--- src/rtl/step_pulse_gen_pkg.sv ---
// Shared types for the single-step pulse generator.
// Latency: n/a (types and constants only).
// Backpressure: n/a.
package step_pulse_gen_pkg;

  // Debounce FSM states; the encoding is fixed so it can be probed on the bench.
  typedef enum logic [1:0] {
    IDLE     = 2'd0,
    PRESS_WT = 2'd1,
    HELD     = 2'd2,
    REL_WT   = 2'd3
  } dbState_t;

  localparam int STEP_CNT_W = 16;

endpackage

--- src/rtl/step_pulse_gen_debounce_filter.sv ---
// Synchronizes and debounces the raw push button; emits a debounced level and a press strobe.
// Latency: 2 sync cycles + DEBOUNCE_CYCLES+1 stable samples before the level changes.
// Backpressure: none; the filter free-runs on every clk.
//
// Ports:
//   clk, reset  : system clock, synchronous active-high reset
//   btnRaw      : raw asynchronous button (1 = pressed)
//   level       : debounced level, high in HELD and REL_WT
//   rise        : combinational strobe, high in the cycle the FSM commits PRESS_WT -> HELD
module debounce_filter
  import step_pulse_gen_pkg::*;
#(
  parameter int DEBOUNCE_CYCLES = 1000000,
  parameter int CNT_W           = 26
) (
  input  logic clk,
  input  logic reset,
  input  logic btnRaw,
  output logic level,
  output logic rise
);

  localparam logic [CNT_W-1:0] LAST = CNT_W'(DEBOUNCE_CYCLES - 1);

  logic             syncMeta;
  logic             syncBtn;
  dbState_t         state;
  dbState_t         stateNext;
  logic [CNT_W-1:0] timer;
  logic [CNT_W-1:0] timerNext;

  always_ff @(posedge clk) begin
    if (reset) begin
      syncMeta <= 1'b0;
      syncBtn  <= 1'b0;
      state    <= IDLE;
      timer    <= '0;
    end else begin
      syncMeta <= btnRaw;
      syncBtn  <= syncMeta;
      state    <= stateNext;
      timer    <= timerNext;
    end
  end

  // Any sample that disagrees with the pending level sends the FSM back to
  // the stable state, so only an unbroken run of equal samples commits.
  always_comb begin
    stateNext = state;
    timerNext = timer;
    rise      = 1'b0;
    case (state)
      IDLE: begin
        if (syncBtn) begin
          stateNext = PRESS_WT;
          timerNext = '0;
        end
      end
      PRESS_WT: begin
        if (!syncBtn) begin
          stateNext = IDLE;
          timerNext = '0;
        end else if (timer == LAST) begin
          stateNext = HELD;
          rise      = 1'b1;
        end else begin
          timerNext = timer + 1'b1;
        end
      end
      HELD: begin
        if (!syncBtn) begin
          stateNext = REL_WT;
          timerNext = '0;
        end
      end
      REL_WT: begin
        // Returning to HELD from a release bounce is not a new press: no rise.
        if (syncBtn) begin
          stateNext = HELD;
          timerNext = '0;
        end else if (timer == LAST) begin
          stateNext = IDLE;
        end else begin
          timerNext = timer + 1'b1;
        end
      end
      default: begin
        stateNext = IDLE;
        timerNext = '0;
      end
    endcase
  end

  assign level = (state == HELD) || (state == REL_WT);

endmodule

--- src/rtl/step_pulse_gen.sv ---
// Produces a one-clk step enable from a debounced button press or a free-running rate timer.
// Latency: manual pulse 7+ cycles after the press (2 sync + debounce + 1); auto pulse RUN_DIV cycles apart.
// Backpressure: none; pulses are fire-and-forget.
//
// Ports:
//   clk, reset  : system clock, synchronous active-high reset
//   PushButton  : raw bouncing button (1 = pressed)
//   run_mode    : 1 = auto-step every RUN_DIV cycles, 0 = one step per press
//   step_pulse  : registered one-cycle step enable
//   step_count  : number of step pulses since reset, wraps silently
//   btn_level   : debounced button level
module step_pulse_gen
  import step_pulse_gen_pkg::*;
#(
  parameter int DEBOUNCE_CYCLES = 1000000,
  parameter int RUN_DIV         = 50000000,
  parameter int CNT_W           = 26
) (
  input  logic                  clk,
  input  logic                  reset,
  input  logic                  PushButton,
  input  logic                  run_mode,
  output logic                  step_pulse,
  output logic [STEP_CNT_W-1:0] step_count,
  output logic                  btn_level
);

  localparam logic [CNT_W-1:0] RUN_LAST = CNT_W'(RUN_DIV - 1);

  logic             manualRise;
  logic [CNT_W-1:0] runTimer;
  logic             runWrap;

  debounce_filter #(
    .DEBOUNCE_CYCLES(DEBOUNCE_CYCLES),
    .CNT_W          (CNT_W)
  ) u_debounce (
    .clk   (clk),
    .reset (reset),
    .btnRaw(PushButton),
    .level (btn_level),
    .rise  (manualRise)
  );

  // Gating the wrap with run_mode drops a wrap that coincides with run_mode falling.
  assign runWrap = run_mode && (runTimer == RUN_LAST);

  always_ff @(posedge clk) begin
    if (reset) begin
      runTimer   <= '0;
      step_pulse <= 1'b0;
      step_count <= '0;
    end else begin
      if (!run_mode || runWrap) begin
        runTimer <= '0;
      end else begin
        runTimer <= runTimer + 1'b1;
      end
      step_pulse <= run_mode ? runWrap : manualRise;
      step_count <= step_count + STEP_CNT_W'(step_pulse);
    end
  end

endmodule

--- config.mk ---
export PLATFORM = sky130hd
export DESIGN_NAME = step_pulse_gen
export DESIGN_NICKNAME = d
export VERILOG_FILES = /design/src/rtl/step_pulse_gen_pkg.sv /design/src/rtl/step_pulse_gen_debounce_filter.sv /design/src/rtl/step_pulse_gen.sv
export SDC_FILE = /design/constraint.sdc
export NUM_CORES = 1
export LEC_CHECK = 0
export ABC_AREA = 1
export CORE_MARGIN = 1.5
export CORE_UTILIZATION = 60
export DETAILED_ROUTE_END_ITERATION = 16
export PLACE_DENSITY = 0.77
export SYNTH_ARGS = -nofsm -noshare
export SYNTH_HDL_FRONTEND = slang
export SYNTH_HIERARCHICAL = 1
export SYNTH_SLANG_ARGS = --single-unit
--- constraint.sdc ---
create_clock -name clk -period 3 [get_ports clk]
set_input_delay 0.45 -clock clk [delete_from_list [all_inputs] [get_ports clk]]
set_output_delay 0.45 -clock clk [all_outputs]
set_load 0.005 [all_outputs]
# Yosys cells after proc, flatten, opt, wreduce, memory -nomap -nowiden
# Cells that the tools add are included.
# totals
ff_bits	73
out_inout_bits	18
# classes
add_sub_neg	3
eq_ne	9
muxes	17
n_reduce_logical	8
# ops
operator	n
$mux 26	5
$pmux 26 s4	1
$add 26x1->26 const B	2
$eq 26x20->1 const B	1
$eq 26x26->1 const B	1
$add 16x1->16	1
$mux 2	6
$pmux 2 s4	1
$eq 2x2->1 const B	2
$mux 1	4
$reduce_and 4->1	1
$ne 3x1->1 const B	1
$ne 3x3->1 const B	1
$eq 2x1->1 const B	1
$logic_not 2->1	1
$logic_or 1x1->1	2
$ne 2x1->1 const B	1
$ne 2x2->1 const B	1
$reduce_and 2->1	1
$reduce_or 2->1	1
$logic_and 1x1->1	1
$logic_not 1->1	1

# Longest topological paths before layout
# logic_depth
word_depth	5
ltp_mapped	11

# By module
# The synthesis kept the hierarchy.
# modules_own_cells
module	n_inst	cells_per_inst	area_per_inst_um2	seq_area_each_um2
step_pulse_gen	1	315	2143.3	860.8
debounce_filter	1	316	1914.3	600.6

# Worst setup path after synthesis
# Ideal clock, no wire load.
# synth_timing
path_kind	reg-to-reg
from	reg u_debounce.timer[0]
to	reg step_pulse
setup_ns	0.070
t_arrival_ns	1.353
required_time_ns	2.930
setup_slack_ns	1.577
path_stages_with_launch	10
n_path_buf	0
period_less_slack_ns	1.423
path_cell_list	dfxtp_1 -> ha_1 -> nand3_2 -> nor2_2 -> nand2_1 -> nor2_2 -> nand2_1 -> nor3_1 -> o21ai_0 -> a21oi_1
# synth_between
elab_chain_cells	5
# synth_rtl
item	line	text
start: declaration	step_pulse_gen_debounce_filter.sv:29	logic [CNT_W-1:0] timer;
start signal: assignment	step_pulse_gen_debounce_filter.sv:42	timer <= timerNext;
$eq 26x20->1	step_pulse_gen_debounce_filter.sv:63	end else if (timer == LAST) begin
$mux 1	step_pulse_gen_debounce_filter.sv:63	
$mux 1	step_pulse_gen_debounce_filter.sv:60	if (!syncBtn) begin
$mux 1	step_pulse_gen_debounce_filter.sv:52	case (state)
named net manualRise	step_pulse_gen.sv:30	logic manualRise;
$mux 1	step_pulse_gen.sv:59	step_pulse <= run_mode ? runWrap : manualRise;
end signal: assignment	step_pulse_gen.sv:59	
end: declaration	step_pulse_gen.sv:23	output logic step_pulse,
# The timed path passes the listed nets, and every way through them passes these cells.
# A chain may end at the register's enable or synchronous reset.

==> impl_metrics.py <==
metrics = {
    "detailed_routing": {
        "wl_per_cell_um": 12.2,
        "drt-total-wl_um": 8970,
        "drcViolationCount": 4,
        "num_vias": 3909,
        "avgViaCountPerCell": 5.31,
        "firstDrtPassIters": 11,
        "drt_iter0_markers": 180,
        "detail-route-antenna-nets": 0,
    },
    "yosys": {
        "syn_nets": 639,
        "yosys-mux-area-fraction_pct": 0,
        "synth-xor-area-share_pct": 3.45,
        "synth.area.top_cells": "dfxtp_1 36%, nand2_1 17%, nor2_1 11%",
        "yosysUniqueCellTypes": 37,
        "yosys.area.top_type": "dfxtp_1",
        "synthCells": 631,
        "yosys_warnings": 6,
        "synth_compound_area_share_pct": 8.54,
        "ys_seq_area_share_pct": 36.0,
        "synth_top_area_share_pct": 36.0,
        "synthSimpleGateAreaFrac_pct": 42.3,
        "synth_top_family_by_area": "simple AND/OR/NAND/NOR gates",
        "synth-seq-cells": 73,
        "synth_area_um2": 4060,
        "synth_fa_ha_area_share_pct": 1.23,
        "avgSynthCellArea_um2": 6.43,
    },
    "sta": {
        "setup_tns_ns": 0,
        "fmax_ghz": 0.531,
        "slew_headroom_pct": 59.0,
        "period_minus_slack_ns": 1.88,
        "worst_pin_slew_ns": 0.613,
        "setup_viol": 0,
        "fin_ws_ns": 1.12,
        "whs_ns": 0.407,
        "rsz0062_at_grt": "false",
        "clock_skew_ns": 0.00486,
        "slew_violations": 0,
        "hold_viol": 0,
        "finalCritPeriodShare_pct": 62.8,
    },
    "setup_path": {
        "cp.buffers_inverters": 2,
        "cp_top_family": "simple AND/OR/NAND/NOR gates",
        "path_cells": "nand2_1 > nand2_1 > inv_1 > nor2_1 > inv_1 > nand2_1 > nand3_1 > a21oi_1",
        "worstPathMaxFanout": 9,
        "path_class": "flop to flop",
        "reg2reg_slack_ns": 1.12,
        "cpMaxStageDelayCell": "nor2_1",
        "cp.required_ns": 3.27,
        "crit_top_cell": "nand2_1",
        "critPathLaunchType": "flop",
        "critical-path-max-stage-delay_ns": 0.48,
        "worstPathArrival_ns": 2.16,
        "critPathCaptureType": "flop",
    },
    "cells_and_area": {
        "antenna_cells": 0,
        "fillers": 566,
        "area_growth_pct": 11.4,
        "layout-drive-gt1-share_pct": 8.65,
        "stdcell_count": 736,
        "nets": 662,
    },
    "outcome": {
        "status": "complete, but fails checks",
        "violations": "design-rule violations",
    },
    "cts": {
        "clk_path_buf_depth": 2,
        "clk_latency_ns": 0.35,
        "cts_root_buf": "clkbuf_8",
        "tritoncts": "yes",
        "post_cts_resized": 0,
        "cts_hold_buf": 0,
        "clock-sinks": 73,
        "h-tree-depth": 3,
        "cts_buffers": 9,
        "cts_setup_buffers": 0,
        "clk_pin_slew_ns": 0.08,
    },
    "floorplan": {
        "initial_utilization_pct": 62.8,
        "io_pins": 22,
        "die-area_um2": 7270,
        "die_h_um": 85.2,
        "die_x_um": 85.2,
        "core-area_um2": 6460,
        "row_count": 29,
    },
    "grt": {
        "grt_pass1_vias": 3586,
        "grt_pass1_wl_um": 15400,
        "grt_overflow": 0,
        "grt_antenna_before_repair": 0,
        "grt_max_degree": 27,
        "track_usage_pct": 26.3,
    },
    "pwr": {
        "vdd_ir_drop_max_mv": 0.224,
        "seqPwrFrac_pct": 53.3,
        "p_int_mw": 1.42,
        "power_frac_comb_pct": 2.7,
        "p_switching_mw": 0.411,
        "p_leak_nw": 1.56,
        "power_frac_clock_pct": 44.0,
        "finalPower_mw": 1.83,
        "switching_share_pct": 22.5,
        "p_per_area_nw_per_um2": 404,
    },
    "flow_run": {
        "maxCapViolCount": 0,
    },
    "placement": {
        "place_congestion": 0.951,
        "dp.final_hpwl_um": 6510,
        "place_inst": 720,
        "post-place-ws_ns": 1.03,
        "numPortBuffers": 21,
    },
    "min_path": {
        "min_path_type": "flop to flop",
    },
}
routing by layer:
layer	part of all wire, %	GRT usage [%]
met5	0	0
met4	1.6	10.3
met3	4.3	5.16
met2	50	46.3
met1	44	31.5
path summary, 6_finish.rpt:
check | startpoint | to | cells past startpoint
min | u_debounce/syncMeta | u_debounce/syncBtn | 2
min reg2reg | u_debounce/syncMeta | u_debounce/syncBtn | 2
max | flop | u_debounce/timer[12] | 8
max reg2reg | flop | u_debounce/timer[12] | 8
stage by stage:
step                      utilization [%]  instance area (um2)
after floorplan                         -                 4060
after global placement               66.8                 4320
after detailed placement             66.8                 4320
after CTS                            70.0                 4520
after global routing                 70.0                 4520
final                                70.0                 4520
layout by cell type, fill, tap and decap left out, types with 3 or more instances in the layout:
cell / count
dfxtp_1: 73
xnor2_1: 9
nor2_2: 13
inv_2: 3
xor2_1: 7
nand3_1: 40
nand2_1: 179
o21bai_1: 3
nor3_1: 5
clkbuf_8: 11
nor2_1: 114
nand3_2: 4
clkdlybuf4s50_1: 21
nor2_4: 7
nand3b_1: 4
o21ai_0: 21
ha_1: 4
inv_1: 70
nand4_1: 8
a21oi_1: 31
nand2_2: 7
Yosys cell counts, drive strengths merged:
cell	n
o21bai	3
clkinv	1
o211ai	1
xor2	7
xnor2	9
and2	2
o21ai	23
a21oi	31
nor3	7
nand3b	4
ha	4
o21a	2
a211oi	1
o22ai	1
a31oi	1
nor4	1
a21o	1
nand4	8
nand3	45
nand2	186
inv	73
dfxtp	73
or2	2
nor2	134
buf	6
clkbuf	5
cell type report:
class / count / area (um2) / area share [%]
Multi-Input combinational cell: 473 / 2250 / 49.9
Tap cell: 77 / 96.3 / 2.13
Clock inverter: 4 / 51.3 / 1.13
Sequential cell: 73 / 1460 / 32.3
Timing Repair Buffer: 23 / 225 / 4.98
Inverter: 74 / 278 / 6.14
Clock buffer: 12 / 155 / 3.43
tightest hold or removal path, delay by kind of cell (launching register included):
kind	cells	cell delay, ns
simple gates	1	0.03
buf+inv	1	0.04
flops	1	0.30
cells by family after synthesis:
kind of cell / after synthesis
flip-flops: 73
XOR/XNOR: 16
adder cells (fa/ha/maj): 4
buffers and inverters: 85
AND/OR/NAND/NOR: 389
AO/OA/AOI/OAI: 64
state kept, by name (all words and copies together) (netlist names), named ones only:
register and flops:
u_debounce/timer 26, step_pulse 1, u_debounce/syncMeta 1, u_debounce/syncBtn 1
step_count 16, u_debounce/state 1, runTimer 26
power groups by stage:
stage               combinational (mW)  clock, mW  sequential (mW)
floorplan                       0.0334          0            0.998
global placement                0.0480          0            0.998
detailed placement              0.0486          0            0.998
CTS                             0.0494      0.823            0.975
global route                    0.0537      0.870            0.976
finish                          0.0487      0.804            0.975
Note: power is estimated with default switching activity, not from simulation.
